$ cat config.mk
export PLATFORM = sky130hd
export DESIGN_NAME = encoded_memory_n
export DESIGN_NICKNAME = d
export VERILOG_FILES = /design/src/rtl/encoded_memory_n.sv
export SDC_FILE = /design/constraint.sdc
export NUM_CORES = 1
export LEC_CHECK = 0
export BUFFER_PORTS_ARGS = -buffer_cell sky130_fd_sc_hd__buf_4
export CAP_MARGIN = 10
export CORE_UTILIZATION = 54
export CTS_CLUSTER_DIAMETER = 200
export DETAILED_ROUTE_END_ITERATION = 8
export GPL_ROUTABILITY_DRIVEN = 0
export PLACE_DENSITY = 0.86
export SYNTH_ARGS = -nofsm -noshare
export SYNTH_HDL_FRONTEND = slang
export SYNTH_SLANG_ARGS = --single-unit
export TNS_END_PERCENT = 20
$ cat constraint.sdc
create_clock -name CLK -period 2.2 [get_ports CLK]
set_input_delay 0.33 -clock CLK [delete_from_list [all_inputs] [get_ports CLK]]
set_output_delay 0.33 -clock CLK [all_outputs]
set_load 0.01 [all_outputs]
$ cat src/rtl/encoded_memory_n.sv
// Encoded scratch memory: stores {sign, |data - mask[addr]|} per entry, with init/clear sweeps.
// Define ENCMEM_DECODE_EN to return the reconstructed word instead of the raw magnitude.
`timescale 1ns/1ps
module encoded_memory_n #(
  parameter int DATA_W = 8,
  parameter int ADDR_W = 3
) (
  input  logic              CLK,
  input  logic              RST,
  input  logic              clear,
  input  logic              req_valid,
  output logic              req_ready,
  input  logic              req_mode,
  input  logic [ADDR_W-1:0] req_addr,
  input  logic [DATA_W-1:0] req_data,
  output logic              rsp_valid,
  input  logic              rsp_ready,
  output logic [DATA_W-1:0] rsp_data,
  output logic              rsp_hit,
  output logic              busy
);

  localparam int DEPTH = 2**ADDR_W;

  typedef enum logic [1:0] {S_INIT, S_IDLE, S_CLEAR} state_t;

  state_t              state, state_n;
  logic [ADDR_W-1:0]   ptr;
  logic [DEPTH-1:0]    valid;
  logic [DATA_W:0]     mem [DEPTH];
  logic                sweep, accept, wr_acc, rd_acc;
  logic [DATA_W-1:0]   mask_p0;
  logic [DATA_W:0]     rd_entry_p0, wr_entry_p0;

  function automatic logic [DATA_W-1:0] mask_of(input logic [ADDR_W-1:0] a);
    logic [2:0] sel;
    logic [7:0] b;
    sel = 3'(a);
    case (sel)
      3'd0:    b = 8'h00;
      3'd1:    b = 8'h55;
      3'd2:    b = 8'hAA;
      3'd3:    b = 8'h33;
      3'd4:    b = 8'hCC;
      3'd5:    b = 8'h0F;
      3'd6:    b = 8'hF0;
      default: b = 8'hFF;
    endcase
    return {(DATA_W/8){b}};
  endfunction

  // Sign/magnitude of (d - m); the magnitude always fits DATA_W bits.
  function automatic logic [DATA_W:0] encode(input logic [DATA_W-1:0] d,
                                             input logic [DATA_W-1:0] m);
    logic signed [DATA_W:0] diff;
    logic signed [DATA_W:0] neg;
    diff = $signed({1'b0, d}) - $signed({1'b0, m});
    neg  = -diff;
    if (diff < 0) return {1'b1, neg[DATA_W-1:0]};
    else          return {1'b0, diff[DATA_W-1:0]};
  endfunction

`ifdef ENCMEM_DECODE_EN
  function automatic logic [DATA_W-1:0] decode(input logic [DATA_W:0] e,
                                               input logic [DATA_W-1:0] m);
    return e[DATA_W] ? m - e[DATA_W-1:0] : m + e[DATA_W-1:0];
  endfunction
`endif

  assign sweep       = (state != S_IDLE);
  assign busy        = sweep;
  assign req_ready   = (state == S_IDLE) && !(rsp_valid && !rsp_ready);
  assign accept      = req_valid && req_ready;
  assign wr_acc      = accept && !req_mode;
  assign rd_acc      = accept && req_mode;
  assign mask_p0     = mask_of(req_addr);
  assign rd_entry_p0 = mem[req_addr];
  assign wr_entry_p0 = encode(req_data, mask_p0);

  always_comb begin
    state_n = state;
    case (state)
      S_INIT, S_CLEAR: if (ptr == ADDR_W'(DEPTH-1)) state_n = S_IDLE;
      S_IDLE:          if (clear) state_n = S_CLEAR;
      default:         state_n = S_INIT;
    endcase
  end

  always_ff @(posedge CLK or posedge RST) begin
    if (RST) begin
      state <= S_INIT;
      ptr   <= '0;
    end else begin
      state <= state_n;
      if (sweep) ptr <= ptr + 1'b1;
    end
  end

  always_ff @(posedge CLK or posedge RST) begin
    if (RST) begin
      valid <= '0;
    end else if (sweep) begin
      if (ptr == '0) valid <= '0;
    end else if (wr_acc) begin
      valid[req_addr] <= 1'b1;
    end
  end

  always_ff @(posedge CLK) begin
    if (sweep)       mem[ptr]      <= '0;
    else if (wr_acc) mem[req_addr] <= wr_entry_p0;
  end

  // Response stage: loads on read acceptance, holds until consumed.
  always_ff @(posedge CLK or posedge RST) begin
    if (RST) begin
      rsp_valid <= 1'b0;
      rsp_data  <= '0;
      rsp_hit   <= 1'b0;
    end else if (rd_acc) begin
      rsp_valid <= 1'b1;
      rsp_hit   <= valid[req_addr];
`ifdef ENCMEM_DECODE_EN
      rsp_data  <= decode(rd_entry_p0, mask_p0);
`else
      rsp_data  <= rd_entry_p0[DATA_W-1:0];
`endif
    end else if (rsp_ready) begin
      rsp_valid <= 1'b0;
    end
  end

`ifndef ENCMEM_DECODE_EN
  logic unused_sign;
  assign unused_sign = rd_entry_p0[DATA_W];
`endif

endmodule
### Yosys cells after proc, flatten, opt, wreduce, memory -nomap -nowiden

Memories as Yosys holds them, arrays and structs flattened. A register that Yosys moved wholly into a read port is not among the register bits.
Index checks and enable logic that the tools add are counted.

| operators by class | value |
|---|---|
| $add $sub $neg | 3 |
| $lt $le $gt $ge | 3 |
| equality and inequality tests | 13 |
| mux-type cells | 22 |
| bitwise operators | 1 |
| reductions and logical operators | 18 |

Operators by type and width:

| operator | count |
|---|---|
| $pmux 8 s7 | 1 |
| $mux 8 | 3 |
| $mux 9 | 2 |
| $eq 3x3->1 const B | 4 |
| $mux 1 | 10 |
| $lt 9x1->1 const B | 1 |
| $reduce_or 9->1 | 1 |
| $sub 8x8->9 | 1 |
| $neg 8->8 | 1 |
| $or 8x8->8 | 1 |
| $eq 3x2->1 const B | 2 |
| $logic_and 1x1->1 | 6 |
| $logic_not 3->1 | 2 |
| $lt 3x4->1 const B | 1 |
| $mux 2 | 2 |
| $ne 2x1->1 const B | 2 |
| $ne 2x2->1 const B | 2 |
| $pmux 2 s2 | 1 |
| $reduce_and 2->1 | 2 |
| $reduce_bool 2->1 | 2 |
| $add 3x1->3 const B | 1 |
| $bmux 1 s3 | 1 |
| $demux 1 s3 | 1 |
| $eq 3x1->1 const B | 1 |
| other kinds (7) | 9 |

| word-level totals | value |
|---|---|
| register bits | 15 |
| memory bits (writable) | 72 |
| output and inout port bits | 12 |
| memories | 1 |

Memory list:

| memory | depth | bits a word | read ports | clocked after memory_dff | wr ports | RTL line | text |
|---|---|---|---|---|---|---|---|
| mem | 8 | 9 | 1 | 1 | 1 | 30 | `logic [DATA_W:0] mem [DEPTH];` |

### Logic depth before layout (Yosys ltp)

| logic depth | value |
|---|---|
| word-level depth | 11 |
| mapped depth | 12 |
| gate-level depth less buffers | 10 |

### Worst setup path after synthesis

OpenSTA, ideal clock, no wires.

| timing path | value |
|---|---|
| kind | input to register |
| from | input req_addr[2] |
| to | memory mem[0][6] in the netlist's numbering, data pin |
| setup time | 0.224 ns |
| arrival time | 3.017 ns |
| data required time | 1.976 ns |
| slack | -1.041 ns |
| stages on the path | 10 |
| buffers on the path | 2 |
| path through | clkbuf_1 inv_1 buf_1 maj3_1 ha_1 a211oi_2 o21ai_0 a31o_1 or3_1 a21oi_1 |

| between the ends | value |
|---|---|
| cells in the longest elaborated chain, start to end | 6 |
| elaborated cells on any way between the ends | 13 |
| those cells by class | add/sub (2); order compare (1); eq/ne (6); mux (3); reduce/logical (1) |

RTL lines:

| what | RTL line | text |
|---|---|---|
| start: declaration | 14 | `input logic [ADDR_W-1:0] req_addr,` |
| $eq 3x3->1 (tied with other cells) | 39 | `case (sel)` |
| $pmux 8 s7 (*) | 39 |  |
| $sub 8x8->9 (*) | 57 | `diff = $signed({1'b0, d}) - $signed({1'b0, m});` |
| $neg 8->8 or $lt 9x1->1 (tied branches) | 58, 59 |  |
| $mux 9 (*) | 59 | `if (diff < 0) return {1'b1, neg[DATA_W-1:0]};` |
| $mux 9 (no source line) (*) | - |  |
| end: declaration | 30 |  |

Mark *: on every way between the ends. The rest lies on a longest branch, timed or not.

### Worst setup path after layout

| timing path | value |
|---|---|
| from | input req_addr[0] |
| to | memory mem[0][6] in the netlist's numbering, data pin |

The elaborated chain is that of the path after synthesis.

==> results.txt <==
----------------------------------------------------
[Job]
  Max-cap violation count ... 0

[Timing]
  Layout Skew ... 0.0121 ns
  Setup TNS Final ... -5.80 ns
  Worst relative slew slack ... 0.432
  Unrepaired setup endpoints after global routing ... true
  Final hold slack ... 0.141 ns
  Post-route clock period utilization ... 1.08
  Setup slack after layout ... -0.178 ns
  Timing-limited maximum frequency ... 421 MHz
  Slew of the pin with the lowest slew margin ... 0.851 ns
  Crit path time final ... 2.38 ns
  Number of endpoints failing setup at the final stage ... 48
  Final number of hold-violating endpoints ... 0
  Slew Viols, Final ... 0

[Outcome]
  Failing checks ... setup timing
  Result of the run ... finished with violations

[Logic synthesis]
  Unique cell type count in the Yosys netlist ... 46
  Yosys synthesis warning count ... 0
  Top FF cell, synth ... sky130_fd_sc_hd__edfxtp_1
  Net count after synthesis ... 328
  Number of synthesized flops with an enable pin ... 64
  Synth Register Bits ... 87
  Largest cells by area after synthesis ... sky130_fd_sc_hd__edfxtp_1 47%, sky130_fd_sc_hd__dfrtp_1 14%, sky130_fd_sc_hd__mux4_2 9.9%
  Fraction of registers with async set/reset ... 0.264
  Number of instances in the synthesized netlist ... 297
  Sequential share of the synthesized area ... 0.612
  Dominant cell type by area after synthesis ... sky130_fd_sc_hd__edfxtp_1
  Share of the synthesized area in the top cell type ... 0.471
  Post-Syn Area ... 4080 um2
  Synthesized area divided by synthesized cell count ... 13.8 um2

[Finish]
  Share of layout cells above drive strength 1 ... 0.439
  N_diodes ... 0
  Final net count ... 422
  Sequential standard cell area ... 2500 um2
  Area taken by multi-input logic gates ... 1820 um2
  Area growth from synthesis to layout ... 34.4%
  Count of fill cells added during filler insertion ... 393
  Most common cell after layout, fill and taps aside ... sky130_fd_sc_hd__buf_4
  Most frequent cells in the layout ... 83 x sky130_fd_sc_hd__buf_4, 64 x sky130_fd_sc_hd__edfxtp_1, 25 x sky130_fd_sc_hd__nand2_1

[Floorplan]
  Standard-cell rows ... 31
  Die outline area ... 7910 um2
  Die width ... 89.0 um
  Die extent in y ... 89.0 um
  I/O pin count ... 29
  Initial standard-cell utilization of the core ... 0.560
  Std-Cell Core Area ... 7290 um2

[Clock tree]
  Clock latency reported for the late side of the worst-skew pair ... 0.36 ns
  Root buf cell ... sky130_fd_sc_hd__clkbuf_8
  Worst-path clk slew ... 0.09 ns
  Hold buffers post-CTS ... 0
  Number of levels in the clock H-tree ... 3
  Clock tree from TritonCTS ... yes
  Maximum buffer depth of the clock tree ... 2
  TritonCTS Sinks ... 87
  Number of buffers inserted during clock tree synthesis ... 9

[Routing]
  DR pass1 iterations ... 5
  Drt via density ... 6.01
  Iteration-0 DRC Markers ... 257
  Detail Route Antenna Nets ... 0
  Avg WL per Cell ... 20.9 um
  Via total after detailed routing ... 2,973
  DRC violations left ... 0
  Wirelength, routed ... 10,400 um

[Pwr]
  Largest voltage drop on the vdd net ... 0.000641 V
  Power density relative to cell area ... 1040 nW/um2
  Leakage power summed over all cells ... 2.19 nW

[Setup path]
  Endpoint class of the critical path ... register
  Endpoint required time on the critical path ... 2.42 ns
  Arrival @ worst endpoint ... 2.60 ns
  Type of the setup path with the least slack ... primary input to register
  Startpoint type of the worst setup path ... primary input
  Largest driver fanout on the critical path ... 8

[Placed design]
  Post-detailed-placement half-perimeter wirelength ... 6300 um
  # port buffers ... 28

[Global route]
  Largest net degree at the start of global routing ... 24
  Residual overflow from global routing ... 0
  Global-route usage over all layers ... 0.265
  Global-route wire length before repair ... 14,900 um
  Number of global-route vias before repair ... 2,958
  Antenna violations before repair ... 0

[Worst hold path]
  Class of the most critical hold timing path ... primary input to async pin

----------------------------------------------------
timing repair:
item | CTS | global route
resized for setup | 33 | 41
pin swaps | 12 | 26
setup buffers | 8 | 5
cloned | 0 | 0
setup endpoints to repair | 56 | 72
metrics by stage:
step	power, mW	setup slack (ns)	util	std cells	area (um2)
floorplan	3.39	-0.464	-	297	4160
global placement	4.05	-0.692	0.660	467	4810
detailed placement	4.15	-0.770	0.660	467	4810
CTS	5.48	-0.126	0.721	491	5260
global route	5.94	-0.245	0.753	495	5490
finish	5.69	-0.178	0.753	495	5490
routing by layer:
metal  up-vias  part of all wire  track usage
met5         -                 0            0
met4         0             0.036        0.108
met3        33             0.063       0.0665
met2       159              0.50        0.451
met1      1493              0.40        0.327
li1       1288                 -            -
cells in the mapped netlist, types with 3 or more instances:
| master | number |
|---|---|
| sky130_fd_sc_hd__a31oi_1 | 4 |
| sky130_fd_sc_hd__buf_2 | 4 |
| sky130_fd_sc_hd__mux4_2 | 18 |
| sky130_fd_sc_hd__o21ai_0 | 14 |
| sky130_fd_sc_hd__mux2i_1 | 10 |
| sky130_fd_sc_hd__xor2_1 | 6 |
| sky130_fd_sc_hd__edfxtp_1 | 64 |
| sky130_fd_sc_hd__a21oi_1 | 12 |
| sky130_fd_sc_hd__buf_1 | 3 |
| sky130_fd_sc_hd__dfrtp_1 | 23 |
| sky130_fd_sc_hd__inv_1 | 12 |
| sky130_fd_sc_hd__nand2b_1 | 4 |
| sky130_fd_sc_hd__nand2_1 | 26 |
| sky130_fd_sc_hd__ha_1 | 13 |
| sky130_fd_sc_hd__nand3_1 | 3 |
| sky130_fd_sc_hd__o21ai_1 | 4 |
| sky130_fd_sc_hd__nor2_1 | 34 |
| sky130_fd_sc_hd__clkbuf_1 | 4 |
| sky130_fd_sc_hd__xnor2_1 | 6 |
final cells by class:
class,instances,area share
clock buffer,10,0.0233
clock inverter,6,0.0169
inverter,12,0.00957
multi-input combinational,186,0.331
sequential,87,0.455
tap,99,0.0226
timing repair buffer,95,0.142
logic make-up after synthesis:
family / count (synthesis) / share of synthesized area
flip-flops: 87 / 0.612
AND/OR/NAND/NOR: 77 / 0.0803
AO/OA/AOI/OAI: 53 / 0.0833
multiplexers: 28 / 0.124
buffers and inverters: 24 / 0.0242
adder cells (fa/ha/maj): 15 / 0.0472
XOR/XNOR: 13 / 0.0297
critical path: stages:
cell and delay [ns]:
sky130_fd_sc_hd__buf_12 0.11, sky130_fd_sc_hd__inv_4 0.05, sky130_fd_sc_hd__maj3_2 0.36, sky130_fd_sc_hd__ha_4 0.26, sky130_fd_sc_hd__a211oi_4 0.28, sky130_fd_sc_hd__o21bai_1 0.13
sky130_fd_sc_hd__a21oi_2 0.22, sky130_fd_sc_hd__xnor2_1 0.12, sky130_fd_sc_hd__or3_1 0.42, sky130_fd_sc_hd__a21oi_2 0.17, sky130_fd_sc_hd__buf_6 0.14
state kept, by name (all words and copies together) (netlist names):
signal,count
mem,64
ptr,3
rsp_data,8
rsp_hit,1
rsp_valid,1
state,2
valid,8
final timing paths:
kind                       slack, ns  cells past startpoint     endpoint        start
max in group asynchronous       1.53                      2    rsp_valid          RST
min                             0.14                      2     state[1]          RST
max                            -0.18                     11    mem[0][6]  req_addr[0]
max reg2reg                     0.08                      8    mem[6][7]     state[0]
min reg2reg                     0.49                      2  rsp_data[7]  rsp_data[7]
min in group CLK                0.15                      2     state[0]        clear
power breakdown:
part           internal (mW)  switching, mW  total [mW]
Clock                  0.652          0.587        1.24
Sequential              2.29          0.174        2.47
Combinational          0.888           1.10        1.98
Total                   3.83           1.86        5.69
No activity file was read; power rests on OpenSTA's default activity.
